$ cat config.mk
export PLATFORM = sky130hd
export DESIGN_NAME = dnn_output_evaluator_flat
export DESIGN_NICKNAME = d
export VERILOG_FILES = /design/src/rtl/dnn_output_evaluator_pkg.sv /design/src/rtl/dnn_output_evaluator_if.sv /design/src/rtl/dnn_eval_window_counter.sv /design/src/rtl/dnn_output_evaluator.sv /design/src/flat_wrapper.sv
export SDC_FILE = /design/constraint.sdc
export NUM_CORES = 1
export LEC_CHECK = 0
export ABC_AREA = 1
export BUFFER_PORTS_ARGS = -buffer_cell sky130_fd_sc_hd__buf_2
export CORE_UTILIZATION = 57
export DETAILED_ROUTE_END_ITERATION = 12
export HOLD_SLACK_MARGIN = 0.02
export PLACE_DENSITY = 0.8
export SLEW_MARGIN = 30
export SYNTH_ARGS = -nofsm -noshare
export SYNTH_HDL_FRONTEND = slang
export SYNTH_SLANG_ARGS = --single-unit
$ cat constraint.sdc
create_clock -name clk -period 2.85 [get_ports clk]
set_clock_uncertainty 0.1 [all_clocks]
set_input_delay 0.285 -clock clk [delete_from_list [all_inputs] [get_ports clk]]
set_output_delay 0.285 -clock clk [all_outputs]
set_load 0.01 [all_outputs]
$ cat src/rtl/dnn_output_evaluator_pkg.sv
// -----------------------------------------------------------------------------
// dnn_eval_pkg
// Shared constants and helpers for the DNN output evaluator.
//   TOTAL_W  : width of the committed-sample counter.
//   POP_W    : maximum vector width accepted by popcount().
//   cnt_w()  : width of a counter that must hold 0..win inclusive.
//   popcount : number of set bits, used for the one-hot label check.
// -----------------------------------------------------------------------------
package dnn_eval_pkg;

  localparam int TOTAL_W = 32;
  localparam int POP_W   = 64;

  function automatic int cnt_w(input int w);
    return $clog2(w + 32'sd1);
  endfunction

  function automatic int unsigned popcount(input logic [POP_W-1:0] v);
    int unsigned c;
    c = 32'd0;
    for (int i = 0; i < POP_W; i++) begin
      c = c + {31'd0, v[i]};
    end
    return c;
  endfunction

endpackage

$ cat src/rtl/dnn_output_evaluator_if.sv
// -----------------------------------------------------------------------------
// dnn_output_evaluator_if
// Bundle between the DNN output stage / harness (master) and the evaluator
// (slave).
//   cycle_index    : position inside the current cycle block
//   a_out, y_out   : actual / ideal output slice for this clock
//   sample_valid   : verdict committed (1-clock pulse)
//   sample_correct : verdict of the last committed sample
//   label_err      : committed sample had a non-one-hot ideal label (pulse)
//   correct_count  : correct samples so far in the open window
//   window_correct : correct samples of the last completed window
//   window_done    : window completed (pulse, aligned with sample_valid)
//   total_samples  : committed samples since reset, saturating
//   best_window    : best window score seen (only with EVAL_BESTWIN_EN)
// Optional feature macro: EVAL_BESTWIN_EN
// -----------------------------------------------------------------------------
interface dnn_output_evaluator_if
  import dnn_eval_pkg::*;
#(
  parameter int cpc = 6,
  parameter int zo  = 1,
  parameter int win = 8
);

  localparam int IDX_W = $clog2(cpc);
  localparam int CW    = cnt_w(win);

  logic [IDX_W-1:0]   cycle_index;
  logic [zo-1:0]      a_out;
  logic [zo-1:0]      y_out;
  logic               sample_valid;
  logic               sample_correct;
  logic               label_err;
  logic [CW-1:0]      correct_count;
  logic [CW-1:0]      window_correct;
  logic               window_done;
  logic [TOTAL_W-1:0] total_samples;
`ifdef EVAL_BESTWIN_EN
  logic [CW-1:0]      best_window;

  modport master (
    output cycle_index, a_out, y_out,
    input  sample_valid, sample_correct, label_err, correct_count,
           window_correct, window_done, total_samples, best_window
  );

  modport slave (
    input  cycle_index, a_out, y_out,
    output sample_valid, sample_correct, label_err, correct_count,
           window_correct, window_done, total_samples, best_window
  );
`else
  modport master (
    output cycle_index, a_out, y_out,
    input  sample_valid, sample_correct, label_err, correct_count,
           window_correct, window_done, total_samples
  );

  modport slave (
    input  cycle_index, a_out, y_out,
    output sample_valid, sample_correct, label_err, correct_count,
           window_correct, window_done, total_samples
  );
`endif

endinterface

$ cat src/rtl/dnn_eval_window_counter.sv
// -----------------------------------------------------------------------------
// dnn_eval_window_counter
// Counts committed samples into fixed windows of `win` samples.
//   clk, reset       : clock, synchronous active-high reset
//   commit_i         : a sample verdict is being committed this clock
//   correct_i        : that verdict is "correct"
//   correct_count_o  : correct samples in the open window (registered)
//   window_correct_o : score of the last completed window (registered)
//   window_done_o    : pulse when the win-th sample of a window commits
//   best_window_o    : best window score so far (only with EVAL_BESTWIN_EN)
// All outputs update on the same edge as the top's sample_valid register.
// -----------------------------------------------------------------------------
module dnn_eval_window_counter
  import dnn_eval_pkg::*;
#(
  parameter  int win = 8,
  localparam int CW  = cnt_w(win)
) (
  input  logic          clk,
  input  logic          reset,
  input  logic          commit_i,
  input  logic          correct_i,
  output logic [CW-1:0] correct_count_o,
  output logic [CW-1:0] window_correct_o,
`ifdef EVAL_BESTWIN_EN
  output logic [CW-1:0] best_window_o,
`endif
  output logic          window_done_o
);

  logic [CW-1:0] cnt_q,  cnt_d;
  logic [CW-1:0] samp_q, samp_d;
  logic [CW-1:0] wcorr_q, wcorr_d;
  logic          done_q, done_d;
  logic [CW-1:0] new_cnt_s;
`ifdef EVAL_BESTWIN_EN
  logic [CW-1:0] best_q, best_d;
`endif

  // Next-state for the window sample counter, correct counter and done pulse.
  always_comb begin
    cnt_d     = cnt_q;
    samp_d    = samp_q;
    wcorr_d   = wcorr_q;
    done_d    = 1'b0;
`ifdef EVAL_BESTWIN_EN
    best_d    = best_q;
`endif
    // Score including the sample being committed; never exceeds win.
    new_cnt_s = cnt_q + CW'(correct_i);
    if (commit_i) begin
      if (samp_q == CW'(win - 1)) begin
        wcorr_d = new_cnt_s;
        done_d  = 1'b1;
        cnt_d   = {CW{1'b0}};
        samp_d  = {CW{1'b0}};
`ifdef EVAL_BESTWIN_EN
        if (new_cnt_s > best_q) begin
          best_d = new_cnt_s;
        end else begin
          best_d = best_q;
        end
`endif
      end else begin
        cnt_d  = new_cnt_s;
        samp_d = samp_q + CW'(1);
      end
    end else begin
      cnt_d  = cnt_q;
      samp_d = samp_q;
    end
  end

  // Window state registers with synchronous reset.
  always_ff @(posedge clk) begin
    if (reset) begin
      cnt_q   <= {CW{1'b0}};
      samp_q  <= {CW{1'b0}};
      wcorr_q <= {CW{1'b0}};
      done_q  <= 1'b0;
`ifdef EVAL_BESTWIN_EN
      best_q  <= {CW{1'b0}};
`endif
    end else begin
      cnt_q   <= cnt_d;
      samp_q  <= samp_d;
      wcorr_q <= wcorr_d;
      done_q  <= done_d;
`ifdef EVAL_BESTWIN_EN
      best_q  <= best_d;
`endif
    end
  end

  assign correct_count_o  = cnt_q;
  assign window_correct_o = wcorr_q;
  assign window_done_o    = done_q;
`ifdef EVAL_BESTWIN_EN
  assign best_window_o    = best_q;
`endif

endmodule

$ cat src/rtl/dnn_output_evaluator.sv
// -----------------------------------------------------------------------------
// dnn_output_evaluator
// Reassembles the serial actual (a_out) and ideal (y_out) output slices of a
// DNN sample, judges the classification at the end of each cycle block and
// accumulates correct/total counts over fixed windows.
//   clk   : system clock
//   reset : synchronous, active-high; also discards a partially captured sample
//   bus   : dnn_output_evaluator_if.slave (cycle_index, a_out, y_out in;
//           verdict, window and total counters out, all registered)
// Parameters: cpc (clocks per block), p (output neurons), zo (neurons per
// clock), warmup (blocks discarded after reset), win (samples per window).
// Optional feature macro: EVAL_BESTWIN_EN adds bus.best_window.
// -----------------------------------------------------------------------------
module dnn_output_evaluator
  import dnn_eval_pkg::*;
#(
  parameter int cpc    = 6,
  parameter int p      = 4,
  parameter int zo     = 1,
  parameter int warmup = 2,
  parameter int win    = 8
) (
  input  logic                  clk,
  input  logic                  reset,
  dnn_output_evaluator_if.slave bus
);

  localparam int IDX_W  = $clog2(cpc);
  localparam int SLOTS  = p / zo;
  localparam int WARM_W = (warmup > 0) ? $clog2(warmup + 1) : 1;

  // Elaboration-time parameter sanity checks.
  generate
    if (cpc < SLOTS + 1) begin : g_chk_cpc
      $error("dnn_output_evaluator: cpc must be >= p/zo + 1");
    end
    if ((p % zo) != 0) begin : g_chk_zo
      $error("dnn_output_evaluator: p must be a multiple of zo");
    end
    if (win < 1) begin : g_chk_win
      $error("dnn_output_evaluator: win must be >= 1");
    end
    if (p > POP_W) begin : g_chk_p
      $error("dnn_output_evaluator: p exceeds popcount width");
    end
  endgenerate

  logic [p-1:0]       a_reg_q, a_reg_d;
  logic [p-1:0]       y_reg_q, y_reg_d;
  logic [WARM_W-1:0]  warm_q, warm_d;
  logic               valid_q, valid_d;
  logic               correct_q, correct_d;
  logic               lerr_q, lerr_d;
  logic [TOTAL_W-1:0] total_q, total_d;

  logic               block_end_s;
  logic               commit_s;
  logic               match_s;
  logic               onehot_s;
  logic               verdict_s;

  // Slice capture: slot k of the block lands in bits [k*zo +: zo].
  always_comb begin
    a_reg_d = a_reg_q;
    y_reg_d = y_reg_q;
    for (int s = 0; s < SLOTS; s++) begin
      if (bus.cycle_index == IDX_W'(s)) begin
        a_reg_d[s*zo +: zo] = bus.a_out;
        y_reg_d[s*zo +: zo] = bus.y_out;
      end else begin
        a_reg_d[s*zo +: zo] = a_reg_q[s*zo +: zo];
        y_reg_d[s*zo +: zo] = y_reg_q[s*zo +: zo];
      end
    end
  end

  // Block end is recognised by value only; out-of-sequence indices are not policed.
  always_comb begin
    block_end_s = (bus.cycle_index == IDX_W'(cpc - 1));
    commit_s    = block_end_s && (warm_q >= WARM_W'(warmup));
    match_s     = (a_reg_q == y_reg_q);
    onehot_s    = (popcount(POP_W'(y_reg_q)) == 32'd1);
    verdict_s   = match_s & onehot_s;
  end

  // Warmup, verdict and total-sample next-state.
  always_comb begin
    warm_d    = warm_q;
    valid_d   = 1'b0;
    correct_d = correct_q;
    lerr_d    = 1'b0;
    total_d   = total_q;
    if (block_end_s && (warm_q < WARM_W'(warmup))) begin
      warm_d = warm_q + WARM_W'(1);
    end else begin
      warm_d = warm_q;
    end
    if (commit_s) begin
      valid_d   = 1'b1;
      correct_d = verdict_s;
      lerr_d    = ~onehot_s;
      if (total_q == {TOTAL_W{1'b1}}) begin
        total_d = total_q;
      end else begin
        total_d = total_q + TOTAL_W'(1);
      end
    end else begin
      correct_d = correct_q;
      total_d   = total_q;
    end
  end

  // Capture buffers and verdict registers with synchronous reset.
  always_ff @(posedge clk) begin
    if (reset) begin
      a_reg_q   <= {p{1'b0}};
      y_reg_q   <= {p{1'b0}};
      warm_q    <= {WARM_W{1'b0}};
      valid_q   <= 1'b0;
      correct_q <= 1'b0;
      lerr_q    <= 1'b0;
      total_q   <= {TOTAL_W{1'b0}};
    end else begin
      a_reg_q   <= a_reg_d;
      y_reg_q   <= y_reg_d;
      warm_q    <= warm_d;
      valid_q   <= valid_d;
      correct_q <= correct_d;
      lerr_q    <= lerr_d;
      total_q   <= total_d;
    end
  end

  dnn_eval_window_counter #(
    .win (win)
  ) u_window (
    .clk              (clk),
    .reset            (reset),
    .commit_i         (commit_s),
    .correct_i        (verdict_s),
    .correct_count_o  (bus.correct_count),
    .window_correct_o (bus.window_correct),
`ifdef EVAL_BESTWIN_EN
    .best_window_o    (bus.best_window),
`endif
    .window_done_o    (bus.window_done)
  );

  assign bus.sample_valid   = valid_q;
  assign bus.sample_correct = correct_q;
  assign bus.label_err      = lerr_q;
  assign bus.total_samples  = total_q;

endmodule

$ cat src/flat_wrapper.sv
// flat-port wrapper written by rule: the top's interface ports become plain ports
module dnn_output_evaluator_flat import dnn_eval_pkg::*;
#(
  parameter int cpc    = 6,
  parameter int p      = 4,
  parameter int zo     = 1,
  parameter int warmup = 2,
  parameter int win    = 8
)
  (clk, reset, bus_cycle_index, bus_a_out, bus_y_out, bus_sample_valid, bus_sample_correct, bus_label_err, bus_correct_count, bus_window_correct, bus_window_done, bus_total_samples);
  dnn_output_evaluator_if #(.cpc(cpc), .zo(zo), .win(win)) bus_i ();
  input  logic clk;
  input  logic reset;
  input wire logic [$bits(bus_i.cycle_index)-1:0] bus_cycle_index;
  input wire logic [$bits(bus_i.a_out)-1:0] bus_a_out;
  input wire logic [$bits(bus_i.y_out)-1:0] bus_y_out;
  output wire logic [$bits(bus_i.sample_valid)-1:0] bus_sample_valid;
  output wire logic [$bits(bus_i.sample_correct)-1:0] bus_sample_correct;
  output wire logic [$bits(bus_i.label_err)-1:0] bus_label_err;
  output wire logic [$bits(bus_i.correct_count)-1:0] bus_correct_count;
  output wire logic [$bits(bus_i.window_correct)-1:0] bus_window_correct;
  output wire logic [$bits(bus_i.window_done)-1:0] bus_window_done;
  output wire logic [$bits(bus_i.total_samples)-1:0] bus_total_samples;
  assign bus_i.cycle_index = bus_cycle_index;
  assign bus_i.a_out = bus_a_out;
  assign bus_i.y_out = bus_y_out;
  assign bus_sample_valid = bus_i.sample_valid;
  assign bus_sample_correct = bus_i.sample_correct;
  assign bus_label_err = bus_i.label_err;
  assign bus_correct_count = bus_i.correct_count;
  assign bus_window_correct = bus_i.window_correct;
  assign bus_window_done = bus_i.window_done;
  assign bus_total_samples = bus_i.total_samples;
  dnn_output_evaluator #(.cpc(cpc), .p(p), .zo(zo), .warmup(warmup), .win(win)) u_core (.clk(clk), .reset(reset), .bus(bus_i));
endmodule
==> run summary, run 1 <==
Die area: 5910 um2
Least-Margin Pin Slew: 0.629 ns
All-Layer GR Usage: 27.3%
Setup bufs post-CTS: 0
Max Slew Vio Count: 0
Max IR drop VDD: 0.000415 V
Avg WL per Cell: 12.6 um
Syn Area/Cell: 6.82 um2
Area contributors post-synth: dfxtp_1 36%, nand2_1 12%, nor2_1 11%, a21oi_1 7.1%, nand3_2 6.6%
Overflow after GRT: 0
Filler cells: 462
Clock latency on the worst-skew pair: 0.34 ns
CTS tree: built
YS warnings: 0
Total length of routed wires: 7.51 mm
Antenna violations before repair: 0
Starting Density: 61.0%
Top cell type's share of synthesized area: 36.4%
Sequential cell area fraction in the yosys report: 36.4%
Highest Signal Layer: met4
Synthesis-stage register bit count: 58
Leak: 1.59 nW
Die W: 76.8 um
Area after DPL: 3470 um2
Number of global-route vias before repair: 2,939
RSZ-0062 raised after global routing: no
Worst-path clk slew: 0.07 ns
EDFF count, synth: 0
H-tree depth: 3
Die Height: 76.8 um
Crit share post-route: 91.5%
Top post-synthesis cells by count: 104 x nand2_1, 94 x nor2_1, 58 x dfxtp_1, 48 x inv_1, 45 x a21oi_1
Setup_tns: 0 ns
Post-Layout Inst Area: 3710 um2
Met2 WL: 3.73 mm
CP Capture Type: flop
Dominant cell type by area after synthesis: dfxtp_1
First-pass GRT wire length: 12.9 mm
Syn Nets: 483
Share of cells above drive strength 1: 20.4%
TritonCTS Buffers: 9
CTS max path bufs: 2
Rel. slew slack: 58.0%
Placement Setup Slack: 0.194 ns
# DRC: 0
Yosys cell types: 26
Rows: 26
Outcome: complete, no violations
Most frequent cell after synthesis: nand2_1
Post-synth top flop: dfxtp_1
Startpoint types: flop
Input/output buffers: 50
Setup violations, final: 0
WP data arrival: 2.78 ns
Synth-to-layout area growth: 16.1%
Met1 wire length: 3.21 mm
Area of the core: 5240 um2
DR WL met3: 367 um
Setup WS post-layout: 0.241 ns
Final RePlAce weighted congestion: 0.886
WS Path Type: flop to flop
Final nets: 535
Max Cap Viol: 0
Ant diodes: 0
Max Clock Freq: 383 MHz
Synthesized instance count: 468
Sink Count: 58
Via density: 5.32
ANT nets after route: 0
Async SR Flop Fraction: 0%
CP max FO: 4
Final Hold Vio Count: 0
Largest net degree at the start of global routing: 25
Minimum clock period after layout: 2.61 ns
Vias: 3,163
Syn Std Cell Area: 3190 um2
Hold WC Path Type: input port to flop
Critical Path RT: 3.02 ns
IO Count: 51
DRT Pass-1 Iters: 6
Cell Pwr Density: 476 nW/um2
Post-DP HPWL: 5.27 mm
CTS root buf: clkbuf_8
DRT iter0 DRCs: 201
[area by class of cell]
type	instances	area, um2	share of cell area [%]
clock buffers	10	138	3.71
inverters	49	184	4.96
clock inverters	6	88.8	2.40
well taps	70	87.6	2.36
flip-flops and latches	58	1160	31.3
multi-input cells	348	1770	47.7
repair buffers	54	280	7.56
[flip-flops by register name, indices dropped and copies added, names as in the netlist]
name / cells
u_core.bus.label_err: 1
u_core.warm_q: 2
u_core.y_reg_q: 4
u_core.u_window.correct_count_o: 4
u_core.u_window.window_correct_o: 4
u_core.bus.sample_valid: 1
u_core.bus.sample_correct: 1
u_core.u_window.window_done_o: 1
u_core.u_window.samp_q: 4
u_core.a_reg_q: 4
u_core.bus.total_samples: 32
[path summary, 6_finish.rpt]
check | start | endpoint | slack, ns | cells past startpoint
worst max-delay path | u_core.y_reg_q[1] | u_core.u_window.correct_count_o[2] | 0.24 | 13
worst max register to register | u_core.y_reg_q[1] | u_core.u_window.correct_count_o[2] | 0.24 | 13
worst min register to register | u_core.u_window.window_correct_o[0] | u_core.u_window.window_correct_o[0] | 0.37 | 2
worst min-delay path | bus_a_out | u_core.a_reg_q[3] | 0.13 | 3
[critical path: stages, from the launching register on]
cell	delay, ns
dfxtp_1	0.35
ha_1	0.28
inv_1	0.05
fa_1	0.35
inv_1	0.07
ha_1	0.23
nor3_2	0.21
nand3_1	0.12
inv_1	0.07
ha_1	0.16
ha_1	0.16
xor2_1	0.19
nand2_1	0.08
a21oi_1	0.13
[power by group]
part | leakage [nW] | switching [mW] | internal, mW | total (mW)
Combinational | 1.01 | 0.0479 | 0.0253 | 0.0732
Sequential | 0.468 | 0.00422 | 0.817 | 0.821
Clock | 0.109 | 0.352 | 0.517 | 0.869
[stage by stage]
step | std cells | utilization, % | total power [mW] | hold slack [ns]
floorplan | 468 | - | 0.891 | 0.320
detailed placement | 579 | 66.3 | 0.911 | 0.366
global placement | 579 | 66.3 | 0.907 | 0.349
global route | 595 | 70.8 | 1.83 | 0.135
finish | 595 | 70.8 | 1.76 | 0.129
CTS | 595 | 70.7 | 1.77 | 0.123
[repair_timing]
action | CTS | global route
hold endpoints to repair | 0 | 0
endpoints found under the setup margin | 0 | 2
hold buffers | 0 | 0
resized for setup | 0 | 1
[per-layer routing]
| layer | GRT usage, % | vias up |
|---|---|---|
| met5 | 0 | - |
| met4 | 13.8 | 0 |
| met3 | 6.19 | 20 |
| met2 | 47.9 | 97 |
| met1 | 30.8 | 1445 |
| li1 | - | 1601 |
[logic make-up after synthesis]
kind of cell | Yosys count | synth area share [%]
AOI/OAI and AO/OA | 62 | 9.95
xor gates and xnor gates | 7 | 1.92
adders and majority gates | 8 | 3.37
buffers and inverters | 62 | 8.46
DFF | 58 | 36.4
and+or+nand+nor | 271 | 39.9
[layout by cell type, fill, tap and decap left out, types with 4 or more instances in the layout]
cell      instances
a21oi_1          45
buf_2            50
buf_4             4
clkbuf_8         10
dfxtp_1          58
ha_1              7
inv_1            48
nand2_1         104
nand2_2           4
nand3_1          22
nand3_2          21
nand4_1           9
nor2_1           94
nor2_2            6
o21ai_0          14
xor2_1            7
(Power assumes the default switching activity.)
==> run 2, diff against run 1 <==
==> constraint.sdc (replaced) <==
create_clock -name clk -period 2.85 [get_ports clk]
set_clock_uncertainty 0.1 [all_clocks]
set_input_delay 0.57 -clock clk [delete_from_list [all_inputs] [get_ports clk]]
set_output_delay 0.57 -clock clk [all_outputs]
set_load 0.01 [all_outputs]
==> run summary, run 2 (synthesis results as in run 1) <==
All-Layer GR Usage: 26.2%
Max Cap Viol: 0
Ant diodes: 0
Minimum clock period after layout: 2.62 ns
Crit path buffers/inverters: 3
Setup bufs post-CTS: 0
H-tree depth: 3
Sink Count: 58
Outcome: complete, no violations
Final Hold Vio Count: 0
Setup_tns: 0 ns
Rows: 26
Clock latency on the worst-skew pair: 0.34 ns
Combinational share of power: 4.8%
Non-Filler Instances: 596
CP Capture Type: flop
Max Slew Vio Count: 0
WS Path Type: flop to flop
ANT nets after route: 0
Starting Density: 61.0%
Worst path depth: 13
Hold WC Path Type: flop to flop
Sw frac: 24.4%
Total length of routed wires: 7.22 mm
DRT iter0 DRCs: 123
Post-CTS sizing: 0
CP delay by family, top: adder cells
Worst R2R End: u_core.u_window.correct_count_o[3]
Max IR drop VDD: 0.000397 V
Final RePlAce weighted congestion: 0.872
Die area: 5910 um2
Post-DP HPWL: 5.31 mm
Critical-path cell list: ha_1 > inv_1 > fa_1 > inv_1 > ha_1 > nor3_2 > nand3_1 > inv_1 > ha_1 > nand3_1 > xor2_1 > a2bb2oi_1 > nor2_1
Max reg flops: 32
Design Power: 1.56 mW
CTS Hold Bufs: 0
Number of global-route vias before repair: 2,892
Die Height: 76.8 um
Worst Reg-to-Reg Cells: 13
Commonest cells after routing, fill and taps aside: 104 x nand2_1, 94 x nor2_1, 58 x dfxtp_1
CTS max path bufs: 2
Antenna violations before repair: 0
Worst path slowest cell: fa_1
CTS root buf: clkbuf_8
CTS tree: built
Clock power frac: 42.4%
CP Launch Point: u_core.y_reg_q[1]
Crit share post-route: 91.9%
Int Pwr: 1.18 mW
Slowest stage delay, CP: 0.36 ns
Most common cell after layout, fill and taps aside: nand2_1
Overflow after GRT: 0
WP data arrival: 2.74 ns
RSZ-0062 raised after global routing: no
Critical Path End: u_core.u_window.correct_count_o[3]
Cell Pwr Density: 425 nW/um2
Rel. slew slack: 56.4%
Vias: 3,022
Area of the core: 5240 um2
FF-to-FF setup slack: 0.23 ns
Least-Margin Pin Slew: 0.654 ns
Max Clock Freq: 382 MHz
Die W: 76.8 um
Avg WL per Cell: 12.1 um
IO Count: 51
Synth-to-layout area growth: 14.6%
Share of cells above drive strength 1: 20.3%
First-pass GRT wire length: 12.6 mm
# DRC: 0
Via density: 5.07
Final core occ: 69.9%
Final nets: 536
Switching power: 0.380 mW
Startpoint types: flop
Area after DPL: 3480 um2
DRT Pass-1 Iters: 4
Largest net degree at the start of global routing: 25
CP max FO: 4
TritonCTS Buffers: 9
Critical R2R Launch: u_core.y_reg_q[1]
Setup violations, final: 0
Post-Layout Inst Area: 3660 um2
Register share of total power: 52.8%
Critical Path RT: 2.97 ns
Leak: 1.57 nW
Cells after DPL: 580
Filler cells: 485
Worst-path clk slew: 0.07 ns
Input/output buffers: 50
==> run 2: cell types whose count changed in the layout (fill, tap and decap cells not counted), sizes merged <==
cell    previous run  this run
buf               54        55
clkbuf            10        11
bufinv             2         0
clkinv             1         3
inv               50        49
==> run 2: routing by layer <==
layer	up-vias	track usage [%]	wire (um)
li1	1608	-	-
met1	1353	30.5	3230
met2	57	45.9	3660
met3	4	7.74	292
met4	0	8.08	33
met5	-	0	0
==> run 2: metrics by stage <==
step	setup WS [ns]	hold WS, ns
after floorplan	0.401	0.350
after global placement	0.292	0.349
after detailed placement	0.195	0.358
after CTS	0.194	0.369
after global routing	0.00220	0.398
final	0.230	0.363
==> run 2: worst min path at each step <==
stage                                              from                             endpoint  slack, ns  depth (start not counted)
floorplan                              u_core.warm_q[0]                     u_core.warm_q[0]       0.35                          2
global placement    u_core.u_window.window_correct_o[1]  u_core.u_window.window_correct_o[1]       0.35                          2
detailed placement  u_core.u_window.window_correct_o[1]  u_core.u_window.window_correct_o[1]       0.36                          2
CTS                 u_core.u_window.window_correct_o[1]  u_core.u_window.window_correct_o[1]       0.37                          2
global route        u_core.u_window.window_correct_o[1]  u_core.u_window.window_correct_o[1]       0.40                          2
finish              u_core.u_window.window_correct_o[1]  u_core.u_window.window_correct_o[1]       0.36                          2
==> run 2: power groups by stage <==
stage                     combinational [mW]  clock [mW]  sequential, mW
final                                 0.0746       0.660           0.822
after global routing                  0.0851       0.714           0.821
after global placement                0.0685           0           0.839
after floorplan                       0.0521           0           0.839
after detailed placement              0.0718           0           0.840
after CTS                             0.0727       0.679           0.821
==> run 2: final cells by class <==
cell class | count | area [um2] | share of cell area (%)
multi-input cells | 348 | 1770 | 48.3
flip-flops and latches | 58 | 1160 | 31.7
repair buffers | 55 | 288 | 7.87
inverters | 49 | 184 | 5.03
clock buffers | 11 | 141 | 3.86
well taps | 70 | 87.6 | 2.39
clock inverters | 5 | 30.0 | 0.821
==> run 2: tightest hold or removal path, stage by stage (launching register included) <==
cell,delay (ns)
dfxtp_1,0.31
nand2_1,0.06
a21oi_1,0.05
